File: config.mk
export PLATFORM = sky130hd
export DESIGN_NAME = vga_sync_decoder
export DESIGN_NICKNAME = d
export VERILOG_FILES = /design/src/rtl/vga_sync_decoder.sv
export SDC_FILE = /design/constraint.sdc
export NUM_CORES = 1
export LEC_CHECK = 0
export BUFFER_PORTS_ARGS = -buffer_cell sky130_fd_sc_hd__buf_2
export CAP_MARGIN = 20
export CORE_MARGIN = 2
export CORE_UTILIZATION = 30
export CTS_CLUSTER_DIAMETER = 50
export CTS_CLUSTER_SIZE = 16
export DETAILED_ROUTE_END_ITERATION = 16
export SETUP_SLACK_MARGIN = 0.2
export SYNTH_ARGS = -nofsm -noshare
export SYNTH_HDL_FRONTEND = slang
export SYNTH_SLANG_ARGS = --single-unit
File: constraint.sdc
create_clock -name clk -period 4.8 [get_ports clk]
set_clock_uncertainty 0.1 [all_clocks]
set_input_delay 0.24 -clock clk [delete_from_list [all_inputs] [get_ports clk]]
set_output_delay 0.24 -clock clk [all_outputs]
set_load 0.01 [all_outputs]
File: src/rtl/vga_sync_decoder.sv
// Sink-side VGA sync decoder: measures incoming hSync/vSync timing, locks onto
// the configured mode and regenerates active-area pixel coordinates.
module vga_sync_decoder #(
  parameter int unsigned H_TOTAL     = 800,
  parameter int unsigned H_SYNC      = 128,
  parameter int unsigned H_ACT_START = 144,
  parameter int unsigned H_ACTIVE    = 640,
  parameter int unsigned V_TOTAL     = 521,
  parameter int unsigned V_SYNC      = 2,
  parameter int unsigned V_ACT_START = 31,
  parameter int unsigned V_ACTIVE    = 480,
  parameter int unsigned LOCK_FRAMES = 2
) (
  input  logic       clk,
  input  logic       reset,
  input  logic       hSyncIn,
  input  logic       vSyncIn,
  output logic [9:0] xPos,
  output logic [9:0] yPos,
  output logic       pixelValid,
  output logic       frameStart,
  output logic       locked,
  output logic       syncError,
  output logic [9:0] lineLength,
  output logic [9:0] frameLines
);

  localparam logic [9:0] CNT_MAX     = 10'd1023;
  localparam logic [9:0] H_TOTAL_C   = 10'(H_TOTAL);
  localparam logic [9:0] H_SYNC_C    = 10'(H_SYNC);
  localparam logic [9:0] H_ACT_S_C   = 10'(H_ACT_START);
  localparam logic [9:0] H_ACT_E_C   = 10'(H_ACT_START + H_ACTIVE);
  localparam logic [9:0] V_TOTAL_C   = 10'(V_TOTAL);
  localparam logic [9:0] V_SYNC_C    = 10'(V_SYNC);
  localparam logic [9:0] V_ACT_S_C   = 10'(V_ACT_START);
  localparam logic [9:0] V_ACT_E_C   = 10'(V_ACT_START + V_ACTIVE);
  localparam logic [7:0] LOCK_C      = 8'(LOCK_FRAMES);

  typedef enum logic [1:0] {SEARCH, MEASURE, LOCKED} state_e;

  function automatic logic [9:0] satInc(input logic [9:0] v);
    return (v == CNT_MAX) ? CNT_MAX : v + 10'd1;
  endfunction

  logic       hS1_q, hS2_q, vS1_q, vS2_q;
  logic       hFall, vFall;
  logic [9:0] col_q, col_d, colInc;
  logic [9:0] line_q, line_d, lineInc;
  logic [9:0] hLow_q, hLow_d, vLow_q, vLow_d;
  logic       lineErr, frameErr, anyErr;
  state_e     state_q, state_d;
  logic [7:0] good_q, good_d;
  logic       pixelValid_q, pixelValid_d, frameStart_q, frameStart_d;
  logic       locked_q, locked_d, syncError_q, syncError_d;
  logic [9:0] xPos_q, xPos_d, yPos_q, yPos_d;
  logic [9:0] lineLength_q, lineLength_d, frameLines_q, frameLines_d;

  // Reset to the idle-high level so releasing reset never looks like a fall.
  always_ff @(posedge clk or posedge reset) begin
    if (reset) begin
      hS1_q <= 1'b1;
      hS2_q <= 1'b1;
      vS1_q <= 1'b1;
      vS2_q <= 1'b1;
    end else begin
      hS1_q <= hSyncIn;
      hS2_q <= hS1_q;
      vS1_q <= vSyncIn;
      vS2_q <= vS1_q;
    end
  end

  assign hFall = hS2_q & ~hS1_q;
  assign vFall = vS2_q & ~vS1_q;

  always_comb begin
    colInc  = satInc(col_q);
    col_d   = hFall ? 10'd0 : colInc;
    lineInc = hFall ? satInc(line_q) : line_q;
    line_d  = vFall ? 10'd0 : lineInc;
    hLow_d  = hFall ? 10'd1 : (!hS1_q ? satInc(hLow_q) : hLow_q);
    vLow_d  = vFall ? 10'd1 : ((hFall && !vS1_q) ? satInc(vLow_q) : vLow_q);
    // Timeouts fire only on the cycle the counter crosses the limit, so once.
    lineErr  = hFall ? ((colInc != H_TOTAL_C) || (hLow_q != H_SYNC_C))
                     : (col_q == CNT_MAX - 10'd1);
    frameErr = vFall ? ((lineInc != V_TOTAL_C) || (vLow_q != V_SYNC_C))
                     : (hFall && (line_q == V_TOTAL_C));
    anyErr   = lineErr | frameErr;
  end

  always_ff @(posedge clk or posedge reset) begin
    if (reset) begin
      col_q  <= '0;
      line_q <= '0;
      hLow_q <= '0;
      vLow_q <= '0;
    end else begin
      col_q  <= col_d;
      line_q <= line_d;
      hLow_q <= hLow_d;
      vLow_q <= vLow_d;
    end
  end

  always_ff @(posedge clk or posedge reset) begin
    if (reset) begin
      state_q <= SEARCH;
      good_q  <= '0;
    end else begin
      state_q <= state_d;
      good_q  <= good_d;
    end
  end

  always_comb begin
    state_d = state_q;
    good_d  = good_q;
    case (state_q)
      SEARCH: begin
        if (vFall) begin
          state_d = MEASURE;
          good_d  = '0;
        end
      end
      MEASURE: begin
        if (anyErr) begin
          state_d = SEARCH;
        end else if (vFall) begin
          good_d = good_q + 8'd1;
          if (good_q + 8'd1 >= LOCK_C) state_d = LOCKED;
        end
      end
      LOCKED: begin
        if (anyErr) state_d = SEARCH;
      end
      default: state_d = SEARCH;
    endcase
  end

  // Outputs are computed from the next state so lock changes land with the
  // same two-clock latency as the pixel coordinates.
  always_comb begin
    locked_d     = (state_d == LOCKED);
    pixelValid_d = locked_d &&
                   (col_d >= H_ACT_S_C) && (col_d < H_ACT_E_C) &&
                   (line_d >= V_ACT_S_C) && (line_d < V_ACT_E_C);
    xPos_d       = pixelValid_d ? col_d - H_ACT_S_C : 10'd0;
    yPos_d       = pixelValid_d ? line_d - V_ACT_S_C : 10'd0;
    frameStart_d = pixelValid_d && (col_d == H_ACT_S_C) && (line_d == V_ACT_S_C);
    syncError_d  = (state_q == LOCKED) && anyErr;
    lineLength_d = hFall ? colInc : lineLength_q;
    frameLines_d = vFall ? lineInc : frameLines_q;
  end

  always_ff @(posedge clk or posedge reset) begin
    if (reset) begin
      pixelValid_q <= 1'b0;
      frameStart_q <= 1'b0;
      locked_q     <= 1'b0;
      syncError_q  <= 1'b0;
      xPos_q       <= '0;
      yPos_q       <= '0;
      lineLength_q <= '0;
      frameLines_q <= '0;
    end else begin
      pixelValid_q <= pixelValid_d;
      frameStart_q <= frameStart_d;
      locked_q     <= locked_d;
      syncError_q  <= syncError_d;
      xPos_q       <= xPos_d;
      yPos_q       <= yPos_d;
      lineLength_q <= lineLength_d;
      frameLines_q <= frameLines_d;
    end
  end

  assign pixelValid = pixelValid_q;
  assign frameStart = frameStart_q;
  assign locked     = locked_q;
  assign syncError  = syncError_q;
  assign xPos       = xPos_q;
  assign yPos       = yPos_q;
  assign lineLength = lineLength_q;
  assign frameLines = frameLines_q;

endmodule

==> out/qor.csv, run 1 <==
stage;metric;value;unit
cells_and_area;drive_gt1_share;17.6;%
critical_path;crit_top_cell;ha_1;
logic_synthesis;ys_ff_latch;98;
critical_path;required;4.92;ns
sta;fmax;280;MHz
route;drtIter0Drc;444;
route;wl_met1;6.57;mm
clock_tree;cts_resized;0;
floorplanning;row_count;49;
clock_tree;cts_buffers;9;
critical_path;path_buf_inv;0;
critical_path;worstPathCellList;ha_1, nand3_1, nor3_1, a21oi_1, or2_2, ha_1, a221oi_2, nand3b_1, nand4_1, a2111oi_1;
logic_synthesis;syn_area;5490;µm²
critical_path;crit_path_top_delay_cell;dfrtp_1;
worst_hold_path;hold_class;in2async;
critical_path;r2r_end;xPos[8];
logic_synthesis;synth.avg_cell_area;9.29;µm²
sta;fin_crit;3.57;ns
clock_tree;cts_tree;done;
route;vias;4476;
floorplanning;fp.dieH;139;µm
clock_tree;postCtsSetupBuffers;0;
route;route.detailed.drc;0;
status;violations;negative hold slack;
pwr;power.leakage;2.81;nW
clock_tree;clock_sinks;98;
sta;setup_viol;0;
floorplanning;fp.dieW;139;µm
cells_and_area;antenna_cells;0;
floorplanning;start_util;30.6;%
clock_tree;cts_max_level;3;
logic_synthesis;ys_warn_count;0;
sta;slew_headroom;43.7;%
critical_path;crit_arrival;3.69;ns
job;timing.max_cap.violations;0;
critical_path;r2r_start;col_q[0];
cells_and_area;fin_util;34.7;%
logic_synthesis;yosysSeqAreaShare;44.7;%
route;antenna_left;0;
floorplanning;io_pins;48;
clock_tree;ctsLongestPathBuffers;2;
cells_and_area;nFillCells;1828;
route;first_pass_iters;4;
sta;tns;0;ns
logic_synthesis;async_reset_ff_share;100;%
critical_path;ff2ff_setup_slack;1.23;ns
critical_path;setup.worst_path.end_class;flip-flop;
route;wire_per_inst;16.2;µm
global_route;grt_pass1_vias;4249;
global_route;antenna_found_initial;0;
critical_path;cp-start-kind;flip-flop;
logic_synthesis;synth_edf_count;0;
sta;fin_ws;1.23;ns
critical_path;r2r_cells;10;
pwr;ir_drop;0.000230;V
placed_design;preCtsSetupSlack;1.29;ns
global_route;grt_util_all_layers;14.5;%
critical_path;crit_type;reg2reg;
logic_synthesis;synthFlopType;dfrtp_1;
cells_and_area;layout.nets;638;
sta;worst_pin_slew;0.845;ns
placed_design;gp_congestion;0.934;
logic_synthesis;synth_cell_types;70;
sta;rsz0062_at_grt;no;
placed_design;io_buffers;47;
route;top_layer;met4;
global_route;grt_overflow;0;
sta;fin_crit_sh;74.4;%
sta;final_max_slew_viol_count;0;
clock_tree;cts.reportedPaths.clkPinSlew;0.07;ns
route;wl_met3;561;µm
critical_path;crit_family;simple AND/OR/NAND/NOR gates;
clock_tree;clkLatencyLatePin;0.35;ns
critical_path;worstPathMaxFanout;12;
global_route;grt_pass1_wl;22.8;mm
logic_synthesis;synth_cells;591;
clock_tree;cts_root_buf;clkbuf_16;
logic_synthesis;syn_nets;608;
route;drt-vias-per-instance;5.24;
route;wl_met2;6.39;mm
placed_design;dp_hpwl;9.67;mm
pwr;totalPowerFinal;1.94;mW
status;status;complete, but fails checks;
critical_path;max_stage_delay;0.61;ns
route;routed_wl;13.9;mm
floorplanning;core_region_area;18000;µm²
floorplanning;die-area;19400;µm²
sta;holdWs;-0.0357;ns
global_route;grt_max_degree;66;
clock_tree;ctsHoldBuffers;2;
cells_and_area;area_growth;13.3;%
sta;finalHoldViolCount;58;
pwr;powerDensity;312;nW/µm²
## placed cells by master, fill, tap and decap left out, types with 3 or more instances in the layout
cell type,n
dfrtp_1,94
nor2_1,60
nand2_1,56
buf_2,47
a21oi_1,30
nor3_1,25
a31oi_1,24
o21ai_0,23
nand3_1,21
inv_1,20
and3_1,16
nor3_2,13
ha_1,13
o22a_1,12
xnor2_1,11
nand2b_1,10
clkbuf_16,9
nand4_1,8
xor2_1,8
nor4_1,7
and2_1,6
nor3b_1,6
mux2i_1,6
a221o_1,6
buf_4,6
a21o_1,5
a211oi_1,5
o31ai_1,4
and4_1,4
dfstp_2,4
or2_2,3
a41oi_1,3
a31o_2,3
nand4b_1,3
and4b_1,3
a211oi_2,3
## per-layer routing
metal,vias to the layer above,track usage (%)
li1,2217,-
met1,2124,20.5
met2,115,22.2
met3,20,2.13
met4,0,6.38
met5,-,0
## metrics by stage
stage / area [µm²] / instances
detailed placement: 5890 / 837
global placement: 5890 / 837
finish: 6220 / 855
global route: 6220 / 855
floorplan: 5490 / 591
CTS: 6220 / 855
## synth_stat cells (5+ instances only)
| cell | count | area [µm²] |
|---|---|---|
| nor3b_1 | 6 | 45.0 |
| and2_1 | 6 | 37.5 |
| nand2b_1 | 10 | 62.6 |
| ha_1 | 13 | 163 |
| nor3_2 | 13 | 130 |
| a221o_1 | 6 | 60.1 |
| inv_1 | 21 | 78.8 |
| o21ai_0 | 23 | 115 |
| a31oi_1 | 24 | 150 |
| dfrtp_1 | 94 | 2350 |
| nand3_1 | 21 | 105 |
| xor2_1 | 8 | 70.1 |
| nor3_1 | 25 | 125 |
| a21o_1 | 5 | 37.5 |
| and3_1 | 16 | 100 |
| buf_2 | 12 | 60.1 |
| nor4_1 | 7 | 43.8 |
| a211oi_1 | 5 | 37.5 |
| xnor2_1 | 11 | 96.3 |
| nand4_1 | 8 | 50.1 |
| nand2_1 | 56 | 210 |
| nor2_1 | 60 | 225 |
| mux2i_1 | 6 | 60.1 |
| a21oi_1 | 30 | 150 |
| o22a_1 | 12 | 105 |
| clkbuf_1 | 17 | 63.8 |
## sequential cells by signal (all words and copies together) (netlist names), 2 cells and up
signal / flops
lineLength: 10
hLow_q: 10
state_q: 2
col_q: 10
frameLines: 10
line_q: 10
xPos: 10
good_q: 8
yPos: 10
vLow_q: 10
## worst max path at each step
stage | from | cells past startpoint | slack [ns] | end
after floorplan | hS2_q | 13 | 1.75 | yPos[5]
after global placement | hS1_q | 7 | 1.43 | xPos[8]
after detailed placement | col_q[0] | 11 | 1.29 | yPos[5]
after CTS | col_q[0] | 11 | 1.27 | yPos[5]
after global routing | col_q[0] | 11 | 0.94 | yPos[5]
final | col_q[0] | 10 | 1.23 | xPos[8]
## kinds of logic after synthesis
family,share of synthesized area (%)
simple gates,24.6
compound gates,18.6
flops,44.7
buf+inv,4.76
xor+xnor,3.03
fa+ha+maj,2.96
mux,1.30
## cell type report
type                       count  area, µm²  area share [%]
tap                          229        287            4.60
timing repair buffer          55        300            4.82
multi-input combinational    434       2780            44.6
inverter                      23       88.8            1.43
clock inverter                 5       62.6            1.01
sequential                    98       2460            39.5
clock buffer                  11        253            4.06
## power breakdown
group	internal (mW)	leakage (nW)	switching [mW]
Clock	0.434	0.148	0.330
Sequential	0.869	1.33	0.0739
Combinational	0.0820	1.34	0.150
Total	1.39	2.81	0.554
No activity file was read; power rests on OpenSTA's default activity.
==> run 2: changes to the inputs <==
- clock period: 4.8 -> 3.6 ns (I/O delays scaled with it)
==> out/qor.csv, run 2 (synthesis gave the netlist of run 1 again) <==
stage;metric;value;unit;change
route;vias;4571;;+2.1%
critical_path;cp-endpoint;yPos[8];;
route;drt-vias-per-instance;5.22;;-0.21%
cells_and_area;final-seq-area;2460;µm²;about the same
critical_path;setup.worst_path.end_class;flip-flop;;
cells_and_area;layout_common_cells;93 x dfrtp_1, 60 x nor2_1, 56 x nand2_1;;
critical_path;ff2ff_setup_slack;0.41;ns;-0.82 ns
floorplanning;die-area;19400;µm²;unchanged
floorplanning;core_region_area;18000;µm²;unchanged
clock_tree;ctsLongestPathBuffers;2;;unchanged
clock_tree;clock_sinks;98;;unchanged
sta;rsz0062_at_grt;no;;
cells_and_area;nFillCells;1823;;-0.27%
critical_path;worstPathMaxFanout;14;;+2
sta;fin_crit;3.19;ns;-0.380 ns
sta;setup_viol;0;;unchanged
sta;holdWs;0.370;ns;+0.405 ns
clock_tree;clkLatencyLatePin;0.35;ns;about the same
cells_and_area;antenna_cells;0;;unchanged
sta;finalHoldViolCount;0;;-100%
clock_tree;cts_buffers;9;;unchanged
critical_path;r2r_cells;9;;-1
cells_and_area;drive_gt1_share;20.4;%;+2.9 points
critical_path;cp-start-kind;flip-flop;;
worst_hold_path;hold_class;in2reg;;
clock_tree;cts_max_level;3;;unchanged
critical_path;r2r_end;yPos[8];;
floorplanning;fp.dieH;139;µm;unchanged
route;first_pass_iters;5;;+1
sta;fin_crit_sh;88.6;%;+14 points
global_route;grt_pass1_wl;22.3;mm;-1.9%
critical_path;cp-startpoint;hS2_q;;
global_route;grt_overflow;0;;unchanged
critical_path;required;3.77;ns;-1.15 ns
sta;fmax;313;MHz;+12%
pwr;powerDensity;403;nW/µm²;+29%
cells_and_area;layout.nets;658;;+3.1%
floorplanning;fp.dieW;139;µm;unchanged
route;routed_wl;13.6;mm;-1.9%
pwr;power.leakage;2.91;nW;+3.4%
clock_tree;cts.reportedPaths.clkPinSlew;0.07;ns;about the same
sta;final_max_slew_viol_count;0;;unchanged
critical_path;r2r_start;hS2_q;;
sta;slew_headroom;43.6;%;-0.076 points
global_route;antenna_found_initial;0;;unchanged
job;timing.max_cap.violations;0;;unchanged
cells_and_area;final_common_cell;dfrtp_1;;
clock_tree;cts_tree;done;;
placed_design;gp_congestion;0.881;;-5.6%
global_route;grt_util_all_layers;14.3;%;-0.25 points
global_route;grt_pass1_vias;4195;;-1.3%
route;route.detailed.drc;0;;unchanged
floorplanning;start_util;30.6;%;unchanged
route;drtIter0Drc;344;;-23%
cells_and_area;area_growth;16.0;%;
pwr;ir_drop;0.000256;V;+11%
floorplanning;io_pins;48;;unchanged
clock_tree;cts_root_buf;clkbuf_16;;
critical_path;crit_type;reg2reg;;
cells_and_area;multiInputGateArea;2790;µm²;+0.32%
sta;tns;0;ns;unchanged
route;wire_per_inst;15.5;µm;-4.1%
placed_design;io_buffers;47;;unchanged
status;status;finished, final reports clean;;
global_route;grt_max_degree;68;;+3.0%
critical_path;crit_arrival;3.36;ns;-0.33 ns
sta;worst_pin_slew;0.846;ns;+0.00113 ns
route;antenna_left;0;;unchanged
placed_design;dp_hpwl;9.70;mm;+0.31%
floorplanning;row_count;49;;unchanged
[run 2: cell types whose count changed in the layout (fill, tap and decap cells not counted), sizes merged]
cell	change
buf	+19
clkbuf	-1
clkinv	+1
clkinvlp	-2
dlygate4sd3	+1
inv	+2
[run 2: layout make-up]
type | instances | area share (%)
Tap cell | 229 | 4.50
Multi-Input combinational cell | 434 | 43.7
Sequential cell | 98 | 38.6
Timing Repair Buffer | 75 | 7.11
Inverter | 23 | 1.39
Clock buffer | 10 | 3.75
Clock inverter | 6 | 0.982
[run 2: worst max-delay path, cell delays in order (launching register included)]
cell and delay [ns]:
dfstp_2 0.57, nor2b_2 0.36, buf_4 0.23, nand4_1 0.09
or4_1 0.50, a2111oi_4 0.32, a2bb2oi_2 0.22, nand2_2 0.27
buf_4 0.29, nor3_2 0.17
[run 2: how the worst min path moves through the flow]
stage	startpoint	cells after the start	end
4_1_cts	hSyncIn	2	hS1_q
3_5_place_dp	vSyncIn	1	vS1_q
6_report	hSyncIn	2	hS1_q
3_3_place_gp	vSyncIn	1	vS1_q
5_1_grt	hSyncIn	2	hS1_q
2_1_floorplan	hSyncIn	0	hS1_q
[run 2: report_power, final]
part | total [mW] | leakage, nW | switching (mW) | internal, mW
logic | 0.337 | 1.43 | 0.215 | 0.121
registers | 1.24 | 1.32 | 0.0827 | 1.16
clock network | 0.992 | 0.153 | 0.432 | 0.559
total | 2.57 | 2.91 | 0.731 | 1.84
[run 2: what timing repair did]
| item | 4_1_cts | 5_1_grt |
|---|---|---|
| endpoints found under the hold margin | 63 | 0 |
| gates resized for setup | 0 | 3 |
| setup endpoints to repair | 0 | 24 |
| hold buffers | 3 | 0 |
| setup buffers | 0 | 1 |
[run 2: metrics by stage]
stage                     area, µm²  power [mW]  std cells  setup slack (ns)  utilization, %
after global routing           6370        2.71        875             0.206            35.5
final                          6370        2.57        875             0.409            35.5
after global placement         6020        1.60        855             0.433            33.5
after floorplan                5490        1.47        591             0.547               -
after CTS                      6360        2.61        874             0.229            35.4
after detailed placement       6020        1.60        855             0.279            33.5
[run 2: per-layer routing]
layer / part of all wire, % / global-route usage, %
met5: 0 / 0
met4: 2.3 / 6.33
met3: 4.2 / 2.48
met2: 47 / 21.9
met1: 47 / 19.8
